### config.mk
export PLATFORM = sky130hd
export DESIGN_NAME = ifetch_queue
export DESIGN_NICKNAME = d
export VERILOG_FILES = /design/src/rtl/ifetch_queue.sv
export SDC_FILE = /design/constraint.sdc
export NUM_CORES = 1
export LEC_CHECK = 0
export ABC_AREA = 1
export CAP_MARGIN = 20
export CELL_PAD_IN_SITES_DETAIL_PLACEMENT = 0
export CELL_PAD_IN_SITES_GLOBAL_PLACEMENT = 1
export CORE_MARGIN = 1
export CORE_UTILIZATION = 43
export DETAILED_ROUTE_END_ITERATION = 10
export HOLD_SLACK_MARGIN = 0.03
export PLACE_DENSITY = 0.88
export SYNTH_ARGS = -nofsm -noshare
export SYNTH_HDL_FRONTEND = slang
export SYNTH_SLANG_ARGS = --single-unit
### constraint.sdc
create_clock -name clk -period 8.8 [get_ports clk]
set_clock_uncertainty 0.05 [all_clocks]
set_input_delay 1.76 -clock clk [delete_from_list [all_inputs] [get_ports clk]]
set_output_delay 1.76 -clock clk [all_outputs]
set_load 0.01 [all_outputs]
### src/rtl/ifetch_queue.sv
// Instruction fetch queue: prefetches sequential words from imem into a DEPTH-entry FIFO; optional IFQ_BYPASS_EN macro.
// Latency: one cycle fetch-to-inst_valid by default; zero cycles through the empty-queue bypass when IFQ_BYPASS_EN is defined.
// Backpressure: inst_ready=0 lets the queue fill; once full, fetch_pc holds and imem_addr is stable until a pop.
module ifetch_queue #(
  parameter int             N        = 64,
  parameter int             DEPTH    = 4,
  parameter logic [N-1:0]   RESET_PC = '0
) (
  input  logic                         clk,
  input  logic                         reset,
  output logic [N-1:0]                 imem_addr,
  input  logic [31:0]                  imem_data,
  input  logic                         redirect,
  input  logic [N-1:0]                 redirect_pc,
  output logic [31:0]                  inst,
  output logic [N-1:0]                 inst_pc,
  output logic                         inst_valid,
  input  logic                         inst_ready,
  output logic [$clog2(DEPTH+1)-1:0]   count
);

  localparam int PW = $clog2(DEPTH);
  localparam int CW = $clog2(DEPTH+1);

  logic [31:0]   inst_q [DEPTH];
  logic [N-1:0]  pc_q   [DEPTH];
  logic [PW-1:0] head_q, head_d;
  logic [PW-1:0] tail_q, tail_d;
  logic [CW-1:0] count_q, count_d;
  logic [N-1:0]  fetch_pc_q, fetch_pc_d;

  logic q_nonempty;
  logic q_pop;
  logic q_push;
  logic byp_take;

  assign imem_addr = fetch_pc_q;
  assign count     = count_q;

  // Head presentation, handshake decode and push decision.
  always_comb begin
    q_nonempty = (count_q != '0);
    q_pop      = q_nonempty & inst_ready;
    byp_take   = 1'b0;
`ifdef IFQ_BYPASS_EN
    // Empty queue: the word arriving from imem is offered directly; taken words never occupy an entry.
    byp_take   = ~q_nonempty & ~redirect & ~reset & inst_ready;
    inst_valid = q_nonempty | (~redirect & ~reset);
    inst       = q_nonempty ? inst_q[head_q] : imem_data;
    inst_pc    = q_nonempty ? pc_q[head_q]   : fetch_pc_q;
`else
    inst_valid = q_nonempty;
    inst       = inst_q[head_q];
    inst_pc    = pc_q[head_q];
`endif
    // A full queue may still accept a word when the head leaves on the same edge.
    q_push = ~redirect & ~byp_take & ((count_q < CW'(DEPTH)) | q_pop);
  end

  // Next-state for pointers, occupancy and fetch address; redirect flushes everything.
  always_comb begin
    head_d     = head_q;
    tail_d     = tail_q;
    count_d    = count_q;
    fetch_pc_d = fetch_pc_q;
    if (redirect) begin
      head_d     = '0;
      tail_d     = '0;
      count_d    = '0;
      fetch_pc_d = redirect_pc;
    end else begin
      if (q_pop)  head_d = head_q + PW'(1);
      if (q_push) tail_d = tail_q + PW'(1);
      count_d = count_q + CW'(q_push) - CW'(q_pop);
      if (q_push | byp_take) fetch_pc_d = fetch_pc_q + N'(4);
    end
  end

  // Control state registers with synchronous reset that overrides redirect and handshakes.
  always_ff @(posedge clk) begin
    if (reset) begin
      head_q     <= '0;
      tail_q     <= '0;
      count_q    <= '0;
      fetch_pc_q <= RESET_PC;
    end else begin
      head_q     <= head_d;
      tail_q     <= tail_d;
      count_q    <= count_d;
      fetch_pc_q <= fetch_pc_d;
    end
  end

  // Entry storage; contents beyond count are don't-care so no reset is needed.
  always_ff @(posedge clk) begin
    if (q_push && !reset) begin
      inst_q[tail_q] <= imem_data;
      pc_q[tail_q]   <= fetch_pc_q;
    end
  end

endmodule

# ---- Yosys cells after proc, flatten, opt, wreduce, memory -nomap -nowiden
# Memories as Yosys holds them, arrays and structs flattened. A register that Yosys moved wholly into a read port is not among the register bits.
# Index checks and enable logic that the tools add are counted.
dict set report totals {
  reg_bits 71
  mem_bits_rw 384
  input_bits 100
  out_inout_bits 164
  wordCells 29
  n_memories 2
}
# memory words width rd rd_ports_with_merged_regs wr line_no
set mem_list {}
lappend mem_list {pc_q 4 64 1 1 1 26} ;# logic [N-1:0] pc_q [DEPTH];
lappend mem_list {inst_q 4 32 1 1 1 25} ;# logic [31:0] inst_q [DEPTH];
dict set report classes {
  addsub 5
  order_cmp 1
  muxes 8
  bitwise_logic 4
  n_reduce_logical 5
}
# operator n
set op_table {}
lappend op_table {{64-bit two-way mux} 2}
lappend op_table {{64-bit by 3-bit adder with 64-bit output (second input constant)} 1}
lappend op_table {{2-bit two-way mux} 4}
lappend op_table {{2-bit by 1-bit adder with 2-bit output (second input constant)} 2}
lappend op_table {{3-bit by 1-bit adder with 3-bit output} 1}
lappend op_table {{3-bit < comparator (second input constant)} 1}
lappend op_table {{3-bit nonzero test} 1}
lappend op_table {{3-bit by 1-bit subtractor with 3-bit output} 1}
lappend op_table {{1-bit bitwise AND} 2}
lappend op_table {{1-bit two-way mux} 2}
lappend op_table {{2-bit nonzero test} 1}
lappend op_table {{2-bit OR reduction} 1}
lappend op_table {{1-bit logical AND} 1}
lappend op_table {{1-bit zero test} 1}
lappend op_table {{1-bit NOT} 1}
lappend op_table {{1-bit OR} 1}

# ---- Logic depth before layout (Yosys ltp)
# Gate-level depths: netlist of the first run.
dict set report depth {
  depth_word 7
  mapped_depth 11
  mapped_depth_nobuf 11
}

# ---- Worst setup path after synthesis of the first run
# No wires, ideal clock.
dict set report synth_path {
  path_kind {input-to-reg}
  startpoint {in redirect}
  endpoint {mem inst_q[0][0] (enable)}
  arrival_time_ns 6.361
  t_required_ns 8.198
  setup_slack_ns 1.838
  stages 5
  n_path_buf 0
  path_cell_list {nor2_1 -> inv_1 -> nor2_1 -> inv_1 -> nor2_1}
}
dict set report synth_between {
  elab_chain_len 5
}
# item line_no
set synth_rtl {}
lappend synth_rtl {{start: declaration} 13} ;# input logic redirect,
lappend synth_rtl {{1-bit NOT} 57} ;# q_push = ~redirect & ~byp_take & ((count_q < CW'(DEPTH)) | q_pop);
lappend synth_rtl {{1-bit bitwise AND} 57}
lappend synth_rtl {{1-bit logical AND} 96} ;# if (q_push && !reset) begin
lappend synth_rtl {{1-bit two-way mux} 96}
lappend synth_rtl {{1-bit two-way mux (implied by the code)} 97} ;# inst_q[tail_q] <= imem_data;
lappend synth_rtl {{end: declaration} 25}
# No other way between the ends.

==> flow_summary.yaml, run 1 <==
run_status:
  status: "complete, no violations"
die:
  fp-row-count: 76
  start_util: 0.439
  core_mm2: 0.0434
  die_y_um: 212
  dieArea_mm2: 0.0451
  die_x_um: 212
  ioPinCount: 264
timing:
  tns_ps: 0
  min_period_over_period: 0.616
  finalSetupViolCount: 0
  slew_headroom: 0.238
  rsz0062_at_grt: "no"
  max_freq_mhz: 185
  slew_violations: 0
  hold_viol: 0
  fin_crit_ps: 5420
  tightest_slew_ps: 1140
grt:
  grt_overflow: 0
  antenna_found_initial: 0
  grt_pass1_wl_um: 79700
  grt_max_degree: 109
  track_usage: 0.234
  grt_pass1_vias: 13304
yosys:
  synth_fa_ha_area_frac: 0.00565
  synth_edf_count: 384
  synth_cells: 1742
  synth_xor_area_frac: 0.00736
  ys.warnings.count: 0
  synthFlopType: "edfxtp_1"
  synth_simple_gate_area_frac: 0.145
  ys_ff_latch: 457
  seq_area_frac_synth: 0.683
  synth-async-reset-ratio: 0
  syn_nets: 1850
  syn_avg_cell_area_um2: 10.9
  synth_compound_area_frac: 0.126
  synth_cell_type_count: 39
  muxShareOfSynthArea: 0
  syn-cell-area_mm2: 0.0190
  synth_top_family_by_area: "simple AND/OR/NAND/NOR gates"
power_and_ir_drop:
  power_density_mw_per_mm2: 200
  peakVddDrop_mv: 0.135
  leakage_uw: 0.00791
  fin_total_pwr_uw: 4730
routing:
  drt-vias-per-instance: 5.54
  drt_iter0_markers: 1475
  ant_nets: 0
  drc: 0
  wl_per_cell_um: 20.7
  dr.pass1.iters: 5
  wl_um: 53800
  vias: 14420
cts:
  cts_max_path_buffers: 3
  cts_made_buffers: 45
  postCtsSetupBuffers: 0
  clk_pin_slew_worst_paths_ps: 60
  cts-hold-fix-buffers: 0
  h-tree-depth: 2
  insertion_delay_ps: 560
  post_cts_resized: 0
  cts_sinks: 457
  cts_tree: "done"
  cts-root-buf: "clkbuf_16"
worst_setup_path:
  r2r_cells: 7
  start_kind: "register"
  crit_slowest_cell: "buf_4"
  crit_type: "reg2out"
  path_cells: "inv_6 -> buf_4 -> o21ai_0 -> o22ai_1 -> clkdlybuf4s50_1"
  timing.rr.start: "count[2]"
  critPathMaxStageDelay_ps: 870
  worstPathRequired_ps: 6990
  critPathCaptureType: "primary output"
  crit_arrival_ps: 3610
  critPathMaxFanout: 108
layout:
  fin_cells: 2604
  final_common_cell: "edfxtp_1"
  antenna_cells: 0
  layout_common_cells: "384 x edfxtp_1, 316 x nor2_1, 264 x nand2_1"
  drive_above_1_share: 0.0604
  area_growth_pct: 24.5
  nNetsFinal: 2093
hold_path:
  hold_path.class: "reg2reg"
  hold_start: "head_q[0]"
  min_path_cells: 1
place:
  hpwl_um: 34300
  gp_congestion: 0.935
  portBuffers: 263
  placed_cells: 2523
job:
  drv_cap: 0
[sequential cells by signal, summed over array words and instances (netlist names), named ones only]
name       flops
head_q         2
inst_q       128
imem_addr     64
pc_q         256
count          3
tail_q         2
[cell usage after synthesis (2+ instances only)]
cell | number | area [um2]
xnor2_1 | 9 | 78.8
nor2_1 | 321 | 1200
nand3b_1 | 2 | 15.0
nand2_2 | 3 | 18.8
o21ai_0 | 221 | 1110
buf_1 | 3 | 11.3
o22ai_1 | 102 | 638
xor2_1 | 7 | 61.3
edfxtp_1 | 384 | 11500
a31oi_1 | 15 | 93.8
nand3_1 | 44 | 220
nand2_4 | 2 | 22.5
nor3_2 | 3 | 30.0
nor2_4 | 4 | 45.0
a32o_1 | 2 | 20.0
buf_2 | 11 | 55.1
o21bai_1 | 4 | 30.0
ha_1 | 7 | 87.6
clkbuf_1 | 71 | 267
or2_2 | 2 | 12.5
inv_1 | 73 | 274
dfxtp_1 | 73 | 1460
nand4_1 | 14 | 87.6
a22oi_1 | 39 | 293
nor2_2 | 8 | 50.1
nor3_1 | 2 | 10.0
a21oi_1 | 41 | 205
nand2_1 | 264 | 991
[area by class of cell]
| class | count | area (um2) |
|---|---|---|
| flip-flops and latches | 457 | 13000 |
| repair buffers | 282 | 2780 |
| multi-input cells | 1124 | 5450 |
| well taps | 585 | 732 |
| clock buffers | 59 | 1230 |
| inverters | 75 | 287 |
| fillers | 3740 | 19700 |
| clock inverters | 22 | 220 |
[stage by stage]
step	hold slack, ps	worst slack, ps	area [um2]	utilization
after floorplan	386	1840	19000	-
after detailed placement	409	3620	22200	0.513
after CTS	427	3300	23700	0.546
after global placement	407	3660	22200	0.513
after global routing	453	3110	23700	0.546
final	430	3380	23700	0.546
[kinds of logic (layout without fill, tap and decap cells)]
group	count (synthesis)	after routing
XOR/XNOR	16	16
AO/OA/AOI/OAI	427	427
flip-flops	457	457
buffers and inverters	161	438
adder cells (fa/ha/maj)	8	8
AND/OR/NAND/NOR	673	673
[worst paths after layout]
kind | endpoint | slack (ps)
min | head_q[0] | 430
max | inst_pc[7] | 3380
max reg2reg | inst_q[0][10] | 5750
min reg2reg | head_q[0] | 430
[critical path: cells and delay by family (launching register included)]
kind	cells	cell delay, ps
flops	1	500
buf+inv	3	1940
compound gates	2	510
[metal layers]
metal	share of wire	track usage	vias up
met4	0.029	0.0776	0
li1	-	-	6699
met3	0.080	0.0384	88
met1	0.43	0.327	7016
met5	0	0	-
met2	0.46	0.373	617
[power by group]
group          internal, uW  switching (uW)  leakage [uW]
sequential             2400            66.2       0.00411
combinational           179             193       0.00309
clock                  1080             804      0.000709
Note: power is estimated with default switching activity, not from simulation.
==> run 2: changes to the inputs <==
clock period = 5.07 ns   (was 8.8 ns; I/O delays follow)
==> flow_summary.yaml, run 2 (synthesis results as in run 1) <==
routing:
  wl_um: 54300
  wl_per_cell_um: 20.7
  dr.pass1.iters: 5
  drt_iter0_markers: 1206
  drc: 0
  ant_nets: 0
  drt-vias-per-instance: 5.45
  vias: 14286
timing:
  min_period_over_period: 0.837
  slew_violations: 0
  finalSetupViolCount: 0
  tns_ps: 0
  max_freq_mhz: 236
  fin_crit_ps: 4240
  rsz0062_at_grt: "no"
  slew_headroom: 0.301
  hold_viol: 0
  tightest_slew_ps: 1050
layout:
  layout_common_cells: "384 x edfxtp_1, 316 x nor2_1, 264 x nand2_1"
  fillers: 3628
  regArea_mm2: 0.0130
  drive_above_1_share: 0.0669
  largest-register: "pc_q"
  area_growth_pct: 26.2
  multi_input_area_mm2: 0.00545
  final_common_cell: "edfxtp_1"
  largest_register_ffs: 256
  nNetsFinal: 2108
cts:
  insertion_delay_ps: 570
  cts_tree: "done"
  cts_max_path_buffers: 3
  clk_pin_slew_worst_paths_ps: 60
  h-tree-depth: 2
  cts-root-buf: "clkbuf_16"
  cts_made_buffers: 46
  postCtsSetupBuffers: 0
  post_cts_resized: 0
  cts-hold-fix-buffers: 0
  cts_sinks: 457
die:
  fp-row-count: 76
  die_y_um: 212
  die_x_um: 212
  core_mm2: 0.0434
  ioPinCount: 264
  start_util: 0.439
  dieArea_mm2: 0.0451
hold_path:
  min_path_cells: 2
  hold_path.class: "reg2reg"
grt:
  grt_pass1_vias: 13528
  grt_overflow: 0
  grt_max_degree: 131
  antenna_found_initial: 7
  grt_pass1_wl_um: 80800
  track_usage: 0.238
place:
  hpwl_um: 35900
  portBuffers: 263
  gp_congestion: 0.931
worst_setup_path:
  r2r_cells: 6
  worstPathRequired_ps: 4010
  r2r-end: "pc_q[0][1]"
  r2r_slack_ps: 2660
  crit_end: "inst_pc[25]"
  critPathCaptureType: "primary output"
  start_kind: "register"
  timing.rr.start: "count[2]"
  crit_type: "reg2out"
  critPathMaxFanout: 130
  crit_arrival_ps: 3180
job:
  drv_cap: 0
power_and_ir_drop:
  power_density_mw_per_mm2: 343
  leakage_uw: 0.00803
  peakVddDrop_mv: 0.226
  fin_total_pwr_uw: 8250
run_status:
  status: "complete, no violations"
-- run 2: cell count changes in the layout (fill, tap and decap cells not counted), sizes merged --
cell,delta
inv,-1
bufinv,+1
clkinvlp,+1
buf,+14
clkbuf,-2
diode,+4
clkinv,+1
-- run 2: where the power goes --
| group | total, uW | internal (uW) | leakage [uW] | switching (uW) |
|---|---|---|---|---|
| logic | 645 | 317 | 0.00321 | 328 |
| registers | 4290 | 4170 | 0.00411 | 121 |
| clock network | 3310 | 1910 | 0.000711 | 1400 |
-- run 2: final cells by class --
cell class	instances	area share
flip-flops and latches	457	0.541
multi-input cells	1124	0.227
repair buffers	296	0.128
clock buffers	57	0.0505
well taps	585	0.0305
inverters	75	0.0119
clock inverters	24	0.0107
diodes	4	0.000417
-- run 2: worst max-delay path, cell delays in order (launching register included) --
cell	delay, ps
dfxtp_4	490
inv_6	660
buf_4	380
o21ai_0	140
o22ai_1	220
clkdlybuf4s50_1	590
-- run 2: worst min-delay path by stage --
stage / slack, ps / startpoint / end
2_1_floorplan: 390 / head_q[1] / register
6_report: 410 / head_q[1] / register
4_1_cts: 410 / head_q[1] / register
3_5_place_dp: 400 / head_q[1] / register
3_3_place_gp: 390 / head_q[1] / register
5_1_grt: 450 / head_q[1] / register
-- run 2: stage by stage --
stage	worst slack, ps	utilization	area [um2]	hold WS, ps	cells
2_1_floorplan	-1150	-	19000	386	1742
3_3_place_gp	1470	0.519	22500	394	2536
3_5_place_dp	1400	0.519	22500	400	2536
4_1_cts	772	0.553	24000	411	2617
5_1_grt	646	0.554	24000	447	2622
6_report	828	0.554	24000	413	2622
-- run 2: per-layer routing --
| metal | vias to the layer above | track usage | wire length [um] |
|---|---|---|---|
| met2 | 545 | 0.378 | 25500 |
| met4 | 6 | 0.0848 | 1630 |
| li1 | 6735 | - | - |
| met1 | 6897 | 0.328 | 23200 |
| met3 | 103 | 0.0440 | 3920 |
| met5 | - | 0 | 43 |
==> run 3: changes to the inputs <==
CORE_UTILIZATION = 39   (was 43)
PLACE_DENSITY = 0.85   (was 0.88)
clock period = 3.68 ns   (was 5.07 ns; I/O delays follow)
==> flow_summary.yaml, run 3 (synthesis results as in run 1) <==
worst_setup_path:
  worstPathRequired_ps: 2890
  cp_top_family: "buffers and inverters"
  r2r_cells: 9
  crit_arrival_ps: 2730
  critPathCaptureType: "primary output"
  crit_type: "reg2out"
  critPathMaxStageDelay_ps: 680
  start_kind: "register"
  path_cells: "buf_4 -> o21ai_0 -> o22ai_1 -> clkdlybuf4s50_1"
  r2r_slack_ps: 1240
  timing.rr.start: "imem_addr[29]"
  critPathMaxFanout: 30
  r2r-end: "imem_addr[57]"
  crit_slowest_cell: "dfxtp_4"
  cp_num_buf_inv: 2
cts:
  clk_pin_slew_worst_paths_ps: 60
  cts_sinks: 457
  cts-hold-fix-buffers: 0
  h-tree-depth: 2
  cts_max_path_buffers: 3
  insertion_delay_ps: 590
  cts_tree: "done"
  cts_made_buffers: 47
  cts-root-buf: "clkbuf_16"
layout:
  layout_common_cells: "384 x edfxtp_1, 316 x nor2_1, 264 x nand2_1"
  final_cell_area_mm2: 0.0242
  regArea_mm2: 0.0130
  fin_cells: 2670
  multi_input_area_mm2: 0.00545
  largest-register: "pc_q"
  fillers: 4179
  area_growth_pct: 27.2
  final_common_cell: "edfxtp_1"
  drive_above_1_share: 0.0728
  utilization: 0.505
  nNetsFinal: 2121
  largest_register_ffs: 256
timing:
  max_freq_mhz: 284
  hold_viol: 0
  slew_violations: 0
  min_period_over_period: 0.956
  slew_headroom: 0.286
  fin_crit_ps: 3520
  tightest_slew_ps: 1070
  rsz0062_at_grt: "no"
  finalSetupViolCount: 0
die:
  die_x_um: 223
  start_util: 0.397
  core_mm2: 0.0479
  dieArea_mm2: 0.0497
  ioPinCount: 264
  die_y_um: 223
  fp-row-count: 80
place:
  gp_congestion: 0.905
  place_area_mm2: 0.0226
  placed_cells: 2577
  hpwl_um: 36400
  portBuffers: 263
grt:
  antenna_found_initial: 7
  grtUsageMet1: 0.304
  use_met3: 0.0398
  grtUsageMet2: 0.366
  grt_overflow: 0
  grt_pass1_vias: 13918
  top_usage_layer: "met2"
  track_usage: 0.226
  grt_pass1_wl_um: 84300
  grt_max_degree: 73
job:
  drv_cap: 0
power_and_ir_drop:
  power_density_mw_per_mm2: 480
  leakage_uw: 0.00814
  peakVddDrop_mv: 0.312
routing:
  drt-vias-per-instance: 5.43
  drt_iter0_markers: 1260
  vias: 14486
  wl_um: 56700
  dr.pass1.iters: 5
  drc: 0
  ant_nets: 0
  wl_per_cell_um: 21.3
hold_path:
  hold_path.class: "in2reg"
  min_path_cells: 4
  whs_endpoint: "tail_q[1]"
  hold_start: "reset"
run_status:
  status: "complete, no violations"
run 3: changes by cell type in the layout (fill, tap and decap cells not counted), moves of 2 or more:
cell,change
buf_4,+14
clkinv_1,+4
diode_2,+3
buf_12,-2
bufinv_16,+2
clkbuf_1,-2
clkinv_4,-2
inv_6,-2
run 3: metrics by stage:
stage                     setup TNS [ps]  worst slack (ps)  power [uW]  hold WS (ps)
after global routing                   0              30.9       12000           429
final                                  0               160       11600           416
after floorplan                  -258270              -673        6320           386
after global placement                 0               636        6900           400
after detailed placement               0               609        6920           421
after CTS                              0              72.6       11700           386
run 3: metal layers:
| metal | vias to the layer above | wire (um) |
|---|---|---|
| met3 | 91 | 3710 |
| li1 | 6764 | - |
| met4 | 0 | 1550 |
| met5 | - | 0 |
| met2 | 526 | 27200 |
| met1 | 7105 | 24300 |
run 3: area by class of cell:
class	count	share of cell area
well taps	615	0.0318
inverters	75	0.0119
flip-flops and latches	457	0.537
repair buffers	308	0.130
multi-input cells	1124	0.225
clock buffers	56	0.0508
clock inverters	28	0.0132
diodes	7	0.000724
run 3: worst max-delay path by stage:
stage,start,endpoint,slack (ps),cells past startpoint
2_1_floorplan,redirect,inst_q[0][0],-670,5
3_3_place_gp,register,inst_pc[19],640,4
3_5_place_dp,register,inst_pc[19],610,4
4_1_cts,register,inst_pc[21],70,5
5_1_grt,register,inst_pc[38],30,5
6_report,register,inst_pc[21],160,4
run 3: worst register-to-register path: cells and delay by family, from the launching register on:
family,cells,cell delay (ps)
buffers and inverters,1,120
flip-flops,1,660
AND/OR/NAND/NOR,8,1520
run 3: what timing repair did:
item	in CTS	in global routing
setup buffers	2	0
setup endpoints to repair	4	2
hold endpoints to repair	0	0
resized for setup	0	1
run 3: where the power goes:
group          switching (uW)  total [uW]  internal, uW
sequential                157        5900          5750
combinational             466         917           451
clock                    1990        4800          2810
total                    2610       11600          9010
